[src/rtl/accumulator_var_seq.sv]
// accumulator_var_seq
// Sums a programmable number of signed adder results into one wide
// two's-complement group sum. Each finished group produces a one-cycle o_valid
// pulse. o_data/o_ovf hold the last group result until the next one is produced.

module accumulator_var_seq #(
  parameter int DATA_WIDTH = 16,
  parameter int ACC_WIDTH  = 32,
  parameter int LEN_WIDTH  = 8
) (
  input  logic                  clk,
  input  logic                  rst_n,
  input  logic                  i_valid,
  input  logic [DATA_WIDTH:0]   i_data,
  input  logic [LEN_WIDTH-1:0]  i_len,
  input  logic                  i_clear,
  input  logic                  i_en,
  output logic                  o_valid,
  output logic [ACC_WIDTH-1:0]  o_data,
  output logic                  o_ovf,
  output logic                  o_busy
);

  typedef enum logic [0:0] {
    IDLE = 1'b0,
    ACC  = 1'b1
  } state_t;

  localparam logic [LEN_WIDTH-1:0] LEN_ZERO = {LEN_WIDTH{1'b0}};
  localparam logic [LEN_WIDTH-1:0] LEN_ONE  = {{(LEN_WIDTH-1){1'b0}}, 1'b1};
  localparam logic [ACC_WIDTH-1:0] ACC_ZERO = {ACC_WIDTH{1'b0}};

  // Two's-complement overflow of a+b: operands share a sign that the sum lacks.
  function automatic logic add_ovf(input logic [ACC_WIDTH-1:0] a,
                                   input logic [ACC_WIDTH-1:0] b,
                                   input logic [ACC_WIDTH-1:0] s);
    add_ovf = (a[ACC_WIDTH-1] == b[ACC_WIDTH-1]) &&
              (s[ACC_WIDTH-1] != a[ACC_WIDTH-1]);
  endfunction

  state_t                  r_state;
  logic [ACC_WIDTH-1:0]    r_acc;
  logic [LEN_WIDTH-1:0]    r_cnt;
  logic [LEN_WIDTH-1:0]    r_len_q;
  logic                    r_ovf;
  logic                    r_valid;
  logic [ACC_WIDTH-1:0]    r_data;
  logic                    r_res_ovf;

  logic [ACC_WIDTH-1:0]    w_term;
  logic [ACC_WIDTH-1:0]    w_sum;
  logic                    w_ovf_step;
  logic [LEN_WIDTH-1:0]    w_len_eff;
  logic [LEN_WIDTH-1:0]    w_cnt_nxt;
  logic                    w_last;

  // Sign-extend the incoming term to accumulator width.
  assign w_term = ACC_WIDTH'($signed(i_data));

  // Datapath: running sum, its overflow flag, effective length and group-end test.
  always_comb begin
    w_sum      = r_acc + w_term;
    w_ovf_step = add_ovf(r_acc, w_term, w_sum);
    w_cnt_nxt  = r_cnt + LEN_ONE;
    w_last     = (w_cnt_nxt == r_len_q);
    if (i_len == LEN_ZERO) begin
      w_len_eff = LEN_ONE;
    end else begin
      w_len_eff = i_len;
    end
  end

  // Group FSM: accumulates terms, handles abort and enable, registers results.
  always_ff @(posedge clk or negedge rst_n) begin
    if (!rst_n) begin
      r_state   <= IDLE;
      r_acc     <= ACC_ZERO;
      r_cnt     <= LEN_ZERO;
      r_len_q   <= LEN_ZERO;
      r_ovf     <= 1'b0;
      r_valid   <= 1'b0;
      r_data    <= ACC_ZERO;
      r_res_ovf <= 1'b0;
    end else if (!i_en) begin
      // Disabled: everything frozen, only the result pulse is dropped.
      r_valid <= 1'b0;
    end else begin
      r_valid <= 1'b0;
      if (i_clear) begin
        // Abort takes priority over a term; the last result stays visible.
        r_state <= IDLE;
        r_acc   <= ACC_ZERO;
        r_cnt   <= LEN_ZERO;
        r_ovf   <= 1'b0;
      end else if (i_valid) begin
        case (r_state)
          IDLE: begin
            r_len_q <= w_len_eff;
            r_acc   <= w_term;
            r_cnt   <= LEN_ONE;
            r_ovf   <= 1'b0;
            if (w_len_eff == LEN_ONE) begin
              // Single-term group completes immediately.
              r_data    <= w_term;
              r_res_ovf <= 1'b0;
              r_valid   <= 1'b1;
              r_state   <= IDLE;
            end else begin
              r_state <= ACC;
            end
          end
          ACC: begin
            if (w_last) begin
              r_data    <= w_sum;
              r_res_ovf <= r_ovf | w_ovf_step;
              r_valid   <= 1'b1;
              r_acc     <= ACC_ZERO;
              r_cnt     <= LEN_ZERO;
              r_ovf     <= 1'b0;
              r_state   <= IDLE;
            end else begin
              r_acc   <= w_sum;
              r_cnt   <= w_cnt_nxt;
              r_ovf   <= r_ovf | w_ovf_step;
              r_state <= ACC;
            end
          end
          default: begin
            // Unreachable encoding: recover to a clean idle state.
            r_state <= IDLE;
            r_acc   <= ACC_ZERO;
            r_cnt   <= LEN_ZERO;
            r_ovf   <= 1'b0;
          end
        endcase
      end else begin
        // No term this cycle: hold the partial group indefinitely.
        r_state <= r_state;
      end
    end
  end

  assign o_valid = r_valid;
  assign o_data  = r_data;
  assign o_ovf   = r_res_ovf;
  assign o_busy  = (r_state == ACC);

endmodule
[config.mk]
export PLATFORM = sky130hd
export DESIGN_NAME = accumulator_var_seq
export DESIGN_NICKNAME = d
export VERILOG_FILES = /design/src/rtl/accumulator_var_seq.sv
export SDC_FILE = /design/constraint.sdc
export NUM_CORES = 1
export LEC_CHECK = 0
export CORE_AREA = 2 2 132 83
export DETAILED_ROUTE_END_ITERATION = 16
export DIE_AREA = 0 0 134 85
export GPL_ROUTABILITY_DRIVEN = 0
export HOLD_SLACK_MARGIN = 0.03
export PLACE_DENSITY = 0.78
export SYNTH_ARGS = -nofsm -noshare
export SYNTH_HDL_FRONTEND = slang
export SYNTH_SLANG_ARGS = --single-unit
export TNS_END_PERCENT = 100
[constraint.sdc]
create_clock -name clk -period 4.5 [get_ports clk]
set_input_delay 0.45 -clock clk [delete_from_list [all_inputs] [get_ports clk]]
set_output_delay 0.45 -clock clk [all_outputs]
set_load 0.05 [all_outputs]
==> results.cfg, run 1 <==
[detailed_routing]
vias = 4904
viasPerCell = 6.11
wl_mm = 14.5
first_pass_iters = 5
drcViolationCount = 0
routedWlPerCell_um = 18.1
ant_nets = 0
drtIter0Drc = 390

[cts]
clk_latency_ns = 0.35
numCtsBuffers = 9
cts_tree = done
clock-root-buffer = clkbuf_16
clock_path_buffers = 2
postCtsSetupBuffers = 0
cts-resized-gates = 0
htreeDepth = 3
clk_pin_slew_ns = 0.06
hold_buffers = 0
clock_sinks = 84

[critical_path]
critPathArrivalTime_ns = 3.89
cpMaxStageDelayCell = clkdlybuf4s50_1
cp.buffers_inverters = 1
crit_required_ns = 4.74
cpLargestDelayFamily = simple AND/OR/NAND/NOR gates
cp_max_fo = 23
cp-end-kind = register
crit_type = input pin to register
critPathMaxStageDelay_ns = 0.90
startpoint_type = input pin
crit_chain = clkdlybuf4s50_1 > ha_1 > nand4_1 > nor2_1 > nor4b_1 > o21ai_1 > a31oi_2 > a211o_1 > nand2_1 > a211o_1
path_common_cell = a211o_1

[power]
leakage_nw = 2.93
intPower_mw = 1.67
powerDensity_nw_per_um2 = 397
comb_power_share = 0.336
clkPwrFrac = 0.309
finalPower_mw = 2.58
peakVddDrop_uv = 220
p_sw_mw = 0.909
swShare = 0.353
share_seq_of_total_power = 0.355

[cells_and_area]
postLayoutCellArea_um2 = 6480
seqCellArea_um2 = 2100
n_antenna_cell = 0
multiInputGateArea_um2 = 3190
n_fill_cell = 842
finish.utilization = 0.636
final_nets = 721
area_growth_pct = 18.4
layout-drive-gt1-share = 0.0649

[synth]
avgSynthCellArea_um2 = 8.92
ys_ff_latch = 84
syn_nets = 677
async_flop_share = 1.00
syn_area_um2 = 5480
synth-edff-count = 0
synth-main-ff-cell = dfrtp_1
synth.distinct_cells = 61
yosysTopAreaCell = dfrtp_1
netlist_instances = 614
synth_area_leaders = dfrtp_1, ha_1, a21oi_1
synth_top_area_frac = 0.384
ys_seq_area_frac = 0.384
synth_warnings = 0

[sta]
drv_slew = 0
max_slew_margin = 0.282
tns_ns = 0
worstMarginPinSlew_ns = 1.08
setup_viol = 0
fin_crit_sh = 0.812
fin_crit_ns = 3.65
skew_ns = 0.00711
holdWs_ns = 0.299
hold_viol_final = 0
fmax_ghz = 0.274
rsz0062_at_grt = false

[global_route]
grt_max_degree = 85
first_global_vias = 4927
grt_overflow = 0
antenna_found_initial = 0
grt_usage = 0.270
grt_pass1_wl_mm = 24.5

[die]
die-height_um = 85
initial_core_util = 0.537
die_area_um2 = 11400
ios = 65
rows = 29
dieWidth_um = 134
core_area_um2 = 10200

[placement]
hpwl_mm = 10.1
place_area_um2 = 6160
numPortBuffers = 64

[run]
drv_cap = 0

[run_status]
status = complete, no violations

[hold_path]
hold_class = input pin to asynchronous set/reset pin
[registers in the layout, indices dropped and copies added, names as in the netlist]
register / cells
o_data: 32
r_acc: 32
r_cnt: 8
r_len_q: 8
o_busy: 1
o_ovf: 1
o_valid: 1
r_ovf: 1
[cell usage after synthesis (all sizes together), types with 3 or more instances]
cell type	instances
a21oi	67
clkbuf	27
and3	13
or3	4
ha	32
nand3	5
a211o	3
nor2b	15
buf	8
a21o	13
a221o	9
o211ai	4
xor2	17
mux2	7
o31ai	7
inv	7
o221ai	3
mux2i	5
nor2	39
nand2b	3
a31oi	10
a22o	3
o21ai	67
nand2	77
a21boi	4
nor3	9
dfrtp	84
nand4	9
xnor2	24
o21bai	5
a211oi	8
nor4	3
[cell families after synthesis]
group                      Yosys count  share of synthesized area
xor gates and xnor gates            41                     0.0704
AOI/OAI and AO/OA                  219                      0.251
buffers and inverters               43                     0.0361
muxes                               12                     0.0235
and+or+nand+nor                    182                      0.158
DFF                                 84                      0.384
adders and majority gates           33                     0.0768
[power groups by stage]
stage	Sequential [mW]	Clock, mW	Combinational, mW
floorplan	1.01	0	0.513
global placement	0.922	0	0.827
detailed placement	0.924	0	0.849
CTS	0.912	0.806	0.856
global route	0.925	0.838	0.941
finish	0.914	0.797	0.866
[per-layer routing]
| layer | wire (um) | up-vias | GRT usage |
|---|---|---|---|
| li1 | - | 2321 | - |
| met1 | 6930 | 2363 | 0.388 |
| met2 | 6310 | 201 | 0.407 |
| met3 | 1020 | 19 | 0.0621 |
| met4 | 214 | 0 | 0.0822 |
| met5 | 0 | - | 0 |
[cells in the final DEF, fill, tap and decap left out, types with 7 or more instances in the layout]
master	Yosys	final
a211oi_1	8	8
a21o_1	13	13
a21oi_1	67	67
a221o_1	9	9
a31oi_1	8	8
and3_1	11	11
clkbuf_16	0	9
clkdlybuf4s50_1	0	63
dfrtp_1	84	84
ha_1	32	32
mux2_2	7	7
nand2_1	77	77
nand4_1	9	9
nor2_1	39	39
nor2b_1	15	15
nor3_1	9	9
o21ai_0	60	60
xnor2_1	22	22
xor2_1	17	17
[worst paths after layout]
kind | startpoint | to | slack, ns | depth (start not counted)
setup / recovery | i_data[16] | o_data[31]$_DFFE_PN0P_ | 0.85 | 10
hold / removal | rst_n | r_acc[26]$_DFFE_PN0P_ | 0.30 | 1
setup reg to reg | r_cnt[0]$_DFFE_PN0P_ | o_data[31]$_DFFE_PN0P_ | 1.15 | 8
hold reg to reg | o_data[14]$_DFFE_PN0P_ | o_data[14]$_DFFE_PN0P_ | 0.48 | 2
max in group asynchronous | rst_n | o_data[0]$_DFFE_PN0P_ | 3.51 | 1
min in group clk | o_data[14]$_DFFE_PN0P_ | o_data[14]$_DFFE_PN0P_ | 0.48 | 2
[worst register-to-register path, delay by kind of cell (launching register included)]
family | cells | cell delay [ns]
AOI/OAI and AO/OA | 2 | 0.76
buffers and inverters | 1 | 0.37
adders and majority gates | 1 | 0.29
xor gates and xnor gates | 1 | 0.18
DFF | 1 | 0.42
and+or+nand+nor | 3 | 1.21
[metrics by stage]
step,cells,setup WS (ns)
after floorplan,614,1.64
final,802,0.846
after detailed placement,786,0.579
after global routing,802,0.604
after CTS,802,0.939
after global placement,786,0.797
[layout make-up]
type,instances,area share
Clock inverter,3,0.00656
Sequential cell,84,0.324
Clock buffer,13,0.0432
Inverter,8,0.00463
Tap cell,139,0.0268
Timing Repair Buffer,68,0.103
Multi-Input combinational cell,487,0.492
(Power assumes the default switching activity.)
==> run 2: changes to the inputs <==
- clock period: 4.5 -> 3.6 ns (I/O delays scaled with it)
==> results.cfg, run 2 (synthesized netlist as in run 1, its figures left out) <==
[power]
share_seq_of_total_power = 0.360
peakVddDrop_uv = 295
clkPwrFrac = 0.293
intPower_mw = 2.05
swShare = 0.355
p_sw_mw = 1.13
finalPower_mw = 3.18
powerDensity_nw_per_um2 = 486
leakage_nw = 2.97
comb_power_share = 0.347

[cells_and_area]
layout-drive-gt1-share = 0.0773
n_antenna_cell = 0
layout_common_cells = dfrtp_1, nand2_1, a21oi_1, clkdlybuf4s50_1, o21ai_0
area_growth_pct = 19.5
postLayoutCellArea_um2 = 6540
final_common_cell = dfrtp_1
final_nets = 733

[cts]
postCtsSetupBuffers = 0
clk_latency_ns = 0.34
hold_buffers = 0
clock_path_buffers = 2
clk_pin_slew_ns = 0.06
cts_tree = done
numCtsBuffers = 9
htreeDepth = 3
cts-resized-gates = 0
clock-root-buffer = clkbuf_16
clock_sinks = 84

[critical_path]
crit_end = r_cnt[2]$_DFFE_PN0P_
crit_type = register to register
cpMaxStageDelayCell = nor2_1
cp_max_fo = 13
critPathArrivalTime_ns = 3.65
startpoint_type = register
path_common_cell = and3_1
ff2ff_setup_slack_ns = 0.20
crit_chain = ha_1 > and3_1 > and3_1 > xnor2_1 > nor4_4 > nand2b_1 > nor2_1 > nand2_1 > o21ai_0
setup.worst_path.start = r_cnt[0]$_DFFE_PN0P_
critPathMaxStageDelay_ns = 0.99
crit_required_ns = 3.85
reg2reg_to = r_cnt[2]$_DFFE_PN0P_
r2r_cells = 9
cp-end-kind = register
r2r_start = r_cnt[0]$_DFFE_PN0P_

[placement]
numPortBuffers = 64
hpwl_mm = 10.5
place_area_um2 = 6250

[die]
rows = 29
initial_core_util = 0.537
core_area_um2 = 10200
die-height_um = 85
die_area_um2 = 11400
ios = 65
dieWidth_um = 134

[detailed_routing]
first_pass_iters = 5
drtIter0Drc = 496
ant_nets = 0
routedWlPerCell_um = 18.1
drcViolationCount = 0
wl_mm = 14.7
vias = 4971
viasPerCell = 6.12

[global_route]
grt_max_degree = 85
grt_usage = 0.271
grt_overflow = 0
met3_usage = 0.0621
antenna_found_initial = 0
grt_pass1_wl_mm = 24.5
grt.busiest_layer = met2
use_met1 = 0.399
globalRouteMet2Util = 0.401
first_global_vias = 4860

[sta]
drv_slew = 0
hold_viol_final = 0
worstMarginPinSlew_ns = 1.33
fmax_ghz = 0.294
max_slew_margin = 0.111
fin_crit_ns = 3.40
skew_ns = 0.00487
fin_crit_sh = 0.946
tns_ns = 0
rsz0062_at_grt = false
setup_viol = 0

[run]
drv_cap = 0

[hold_path]
hold_class = input pin to asynchronous set/reset pin

[run_status]
status = complete, no violations
==> run 2: layer usage <==
| metal | vias to the layer above | wire [um] |
|---|---|---|
| met2 | 221 | 6400 |
| met1 | 2379 | 6980 |
| met3 | 19 | 1200 |
| li1 | 2352 | - |
| met5 | - | 0 |
| met4 | 0 | 147 |
==> run 2: worst max-delay path: cells and delay by family, from the launching register on <==
kind / cells / cell delay, ns
adders and majority gates: 1 / 0.29
and+or+nand+nor: 6 / 1.92
AOI/OAI and AO/OA: 1 / 0.22
xor gates and xnor gates: 1 / 0.43
DFF: 1 / 0.44
==> run 2: cell type report <==
type                            count  area [um^2]
Clock inverter                      2         35.0
Multi-Input combinational cell    487         3190
Inverter                            8         30.0
Timing Repair Buffer               80          758
Clock buffer                       12          256
Tap cell                          139          174
Sequential cell                    84         2100
Fill cell                         826         3650
==> run 2: worst min-delay path by stage <==
stage | endpoint | start | depth (start not counted) | slack [ns]
after CTS | o_data[27]$_DFFE_PN0P_ | rst_n | 1 | 0.27
after floorplan | o_busy$_DFFE_PN0P_ | rst_n | 0 | 0.06
after global routing | o_data[27]$_DFFE_PN0P_ | rst_n | 1 | 0.30
after global placement | o_data[23]$_DFFE_PN0P_ | o_data[23]$_DFFE_PN0P_ | 2 | 0.46
final | o_data[29]$_DFFE_PN0P_ | rst_n | 1 | 0.19
after detailed placement | o_data[14]$_DFFE_PN0P_ | o_data[14]$_DFFE_PN0P_ | 2 | 0.47
==> run 2: power groups by stage <==
stage,clock network (mW),logic [mW],registers [mW]
floorplan,0,0.641,1.27
global route,0.987,1.20,1.16
global placement,0,1.05,1.15
detailed placement,0,1.08,1.16
finish,0.934,1.10,1.14
CTS,0.942,1.09,1.14
==> run 2: stage by stage <==
step / utilization / worst slack (ns) / instances / hold WS [ns]
after floorplan: - / 0.830 / 614 / 0.0644
after global placement: 0.613 / 0.209 / 798 / 0.464
after detailed placement: 0.613 / 0.142 / 798 / 0.471
after CTS: 0.642 / 0.304 / 812 / 0.267
after global routing: 0.642 / 0.000154 / 812 / 0.299
final: 0.642 / 0.196 / 812 / 0.194
==> run 3: changes to the inputs <==
- CELL_PAD_IN_SITES_DETAIL_PLACEMENT: unset -> 2
- CELL_PAD_IN_SITES_GLOBAL_PLACEMENT: unset -> 2
- CORE_AREA: 2 2 132 83 -> 2 2 163 101
- CTS_BUF_LIST: unset -> sky130_fd_sc_hd__clkbuf_4 sky130_fd_sc_hd__clkbuf_8
- DIE_AREA: 0 0 134 85 -> 0 0 165 103
- PLACE_DENSITY: 0.78 -> unset
- PLACE_DENSITY_LB_ADDON: unset -> 0.1
==> results.cfg, run 3 (synthesized netlist as in run 1, its figures left out) <==
[global_route]
grt_overflow = 0
grt_pass1_wl_mm = 31.0
antenna_found_initial = 0
grt_max_degree = 55
grt_usage = 0.240
first_global_vias = 5445

[hold_path]
hold_class = input pin to asynchronous set/reset pin

[sta]
tns_ns = 0
skew_ns = 0.00901
drv_slew = 0
setup_viol = 0
fin_crit_ns = 3.22
fmax_ghz = 0.311
fin_crit_sh = 0.894
worstMarginPinSlew_ns = 0.811
rsz0062_at_grt = false
hold_viol_final = 0
max_slew_margin = 0.457

[critical_path]
critPathMaxStageDelay_ns = 0.64
crit_chain = ha_1 > and3_1 > and3_1 > xnor2_1 > nor4_4 > a31oi_4 > or3_1 > o21ai_1
crit_required_ns = 3.91
cp-end-kind = register
startpoint_type = register
cpMaxStageDelayCell = nor4_4
cp_max_fo = 22
cp.buffers_inverters = 0
cpLargestDelayFamily = simple AND/OR/NAND/NOR gates
path_common_cell = and3_1
critPathArrivalTime_ns = 3.53
crit_type = register to register

[placement]
numPortBuffers = 64
hpwl_mm = 14.4

[die]
ios = 65
initial_core_util = 0.348
rows = 36
die-height_um = 103
die_area_um2 = 17000
core_area_um2 = 15700
dieWidth_um = 165

[cts]
clock_path_buffers = 2
numCtsBuffers = 9
clk_pin_slew_ns = 0.09
cts-resized-gates = 0
postCtsSetupBuffers = 0
clock_sinks = 84
hold_buffers = 0
cts_tree = done
clk_latency_ns = 0.38
htreeDepth = 3
clock-root-buffer = clkbuf_8

[cells_and_area]
layout-drive-gt1-share = 0.0962
layout_common_cells = dfrtp_1, nand2_1, a21oi_1, clkdlybuf4s50_1, o21ai_0
final_nets = 744
final_common_cell = dfrtp_1
area_growth_pct = 21.6
n_antenna_cell = 0

[power]
clkPwrFrac = 0.255
share_seq_of_total_power = 0.368
peakVddDrop_uv = 180
leakage_nw = 2.99
intPower_mw = 1.91
finalPower_mw = 3.11
p_sw_mw = 1.20
swShare = 0.386
comb_power_share = 0.378
powerDensity_nw_per_um2 = 467

[detailed_routing]
vias = 4970
ant_nets = 0
viasPerCell = 5.55
drtIter0Drc = 255
wl_mm = 19.3
routedWlPerCell_um = 21.5
first_pass_iters = 4
drcViolationCount = 0

[run_status]
status = complete, no violations

[run]
drv_cap = 0
## run 3: through the flow
stage / std cells / area (um^2) / hold WS (ns) / utilization / worst slack, ns
after floorplan: 614 / 5480 / 0.0644 / - / 0.830
after global placement: 879 / 6430 / 0.460 / 0.409 / 0.160
after detailed placement: 879 / 6430 / 0.474 / 0.409 / 0.00108
after CTS: 895 / 6660 / 0.0622 / 0.424 / 0.370
after global routing: 895 / 6660 / 0.0727 / 0.424 / 0.165
final: 895 / 6660 / 0.0465 / 0.424 / 0.381
## run 3: final timing paths
| check | cells after the start | slack (ns) | end | from |
|---|---|---|---|---|
| hold reg to reg | 2 | 0.48 | o_data[16]$_DFFE_PN0P_ | o_data[16]$_DFFE_PN0P_ |
| max in group asynchronous | 2 | 2.80 | r_acc[30]$_DFFE_PN0P_ | rst_n |
| min in group clk | 2 | 0.48 | o_data[16]$_DFFE_PN0P_ | o_data[16]$_DFFE_PN0P_ |
| setup / recovery | 8 | 0.38 | o_data[26]$_DFFE_PN0P_ | r_cnt[0]$_DFFE_PN0P_ |
| hold / removal | 1 | 0.05 | o_data[5]$_DFFE_PN0P_ | rst_n |
| setup reg to reg | 8 | 0.38 | o_data[26]$_DFFE_PN0P_ | r_cnt[0]$_DFFE_PN0P_ |
## run 3: power groups by stage
| stage | clock [mW] | combinational [mW] | sequential, mW |
|---|---|---|---|
| after floorplan | 0 | 0.641 | 1.27 |
| after global placement | 0 | 1.12 | 1.15 |
| after detailed placement | 0 | 1.17 | 1.16 |
| after CTS | 0.829 | 1.18 | 1.14 |
| after global routing | 0.857 | 1.28 | 1.16 |
| final | 0.792 | 1.17 | 1.14 |
## run 3: layer usage
metal / global-route usage / part of all wire / vias up / wire length, um
met5: 0 / 0 / - / 0
met2: 0.386 / 0.45 / 98 / 8730
met1: 0.336 / 0.49 / 2493 / 9450
li1: - / - / 2357 / -
met3: 0.0430 / 0.042 / 22 / 814
met4: 0.0622 / 0.013 / 0 / 254
## run 3: final cells by class
cell class / instances / area [um^2]
clock buffer: 11 / 139
inverter: 8 / 30.0
clock inverter: 5 / 83.8
timing repair buffer: 91 / 853
fill: 1735 / 9060
tap: 209 / 262
multi-input combinational: 487 / 3190
sequential: 84 / 2100
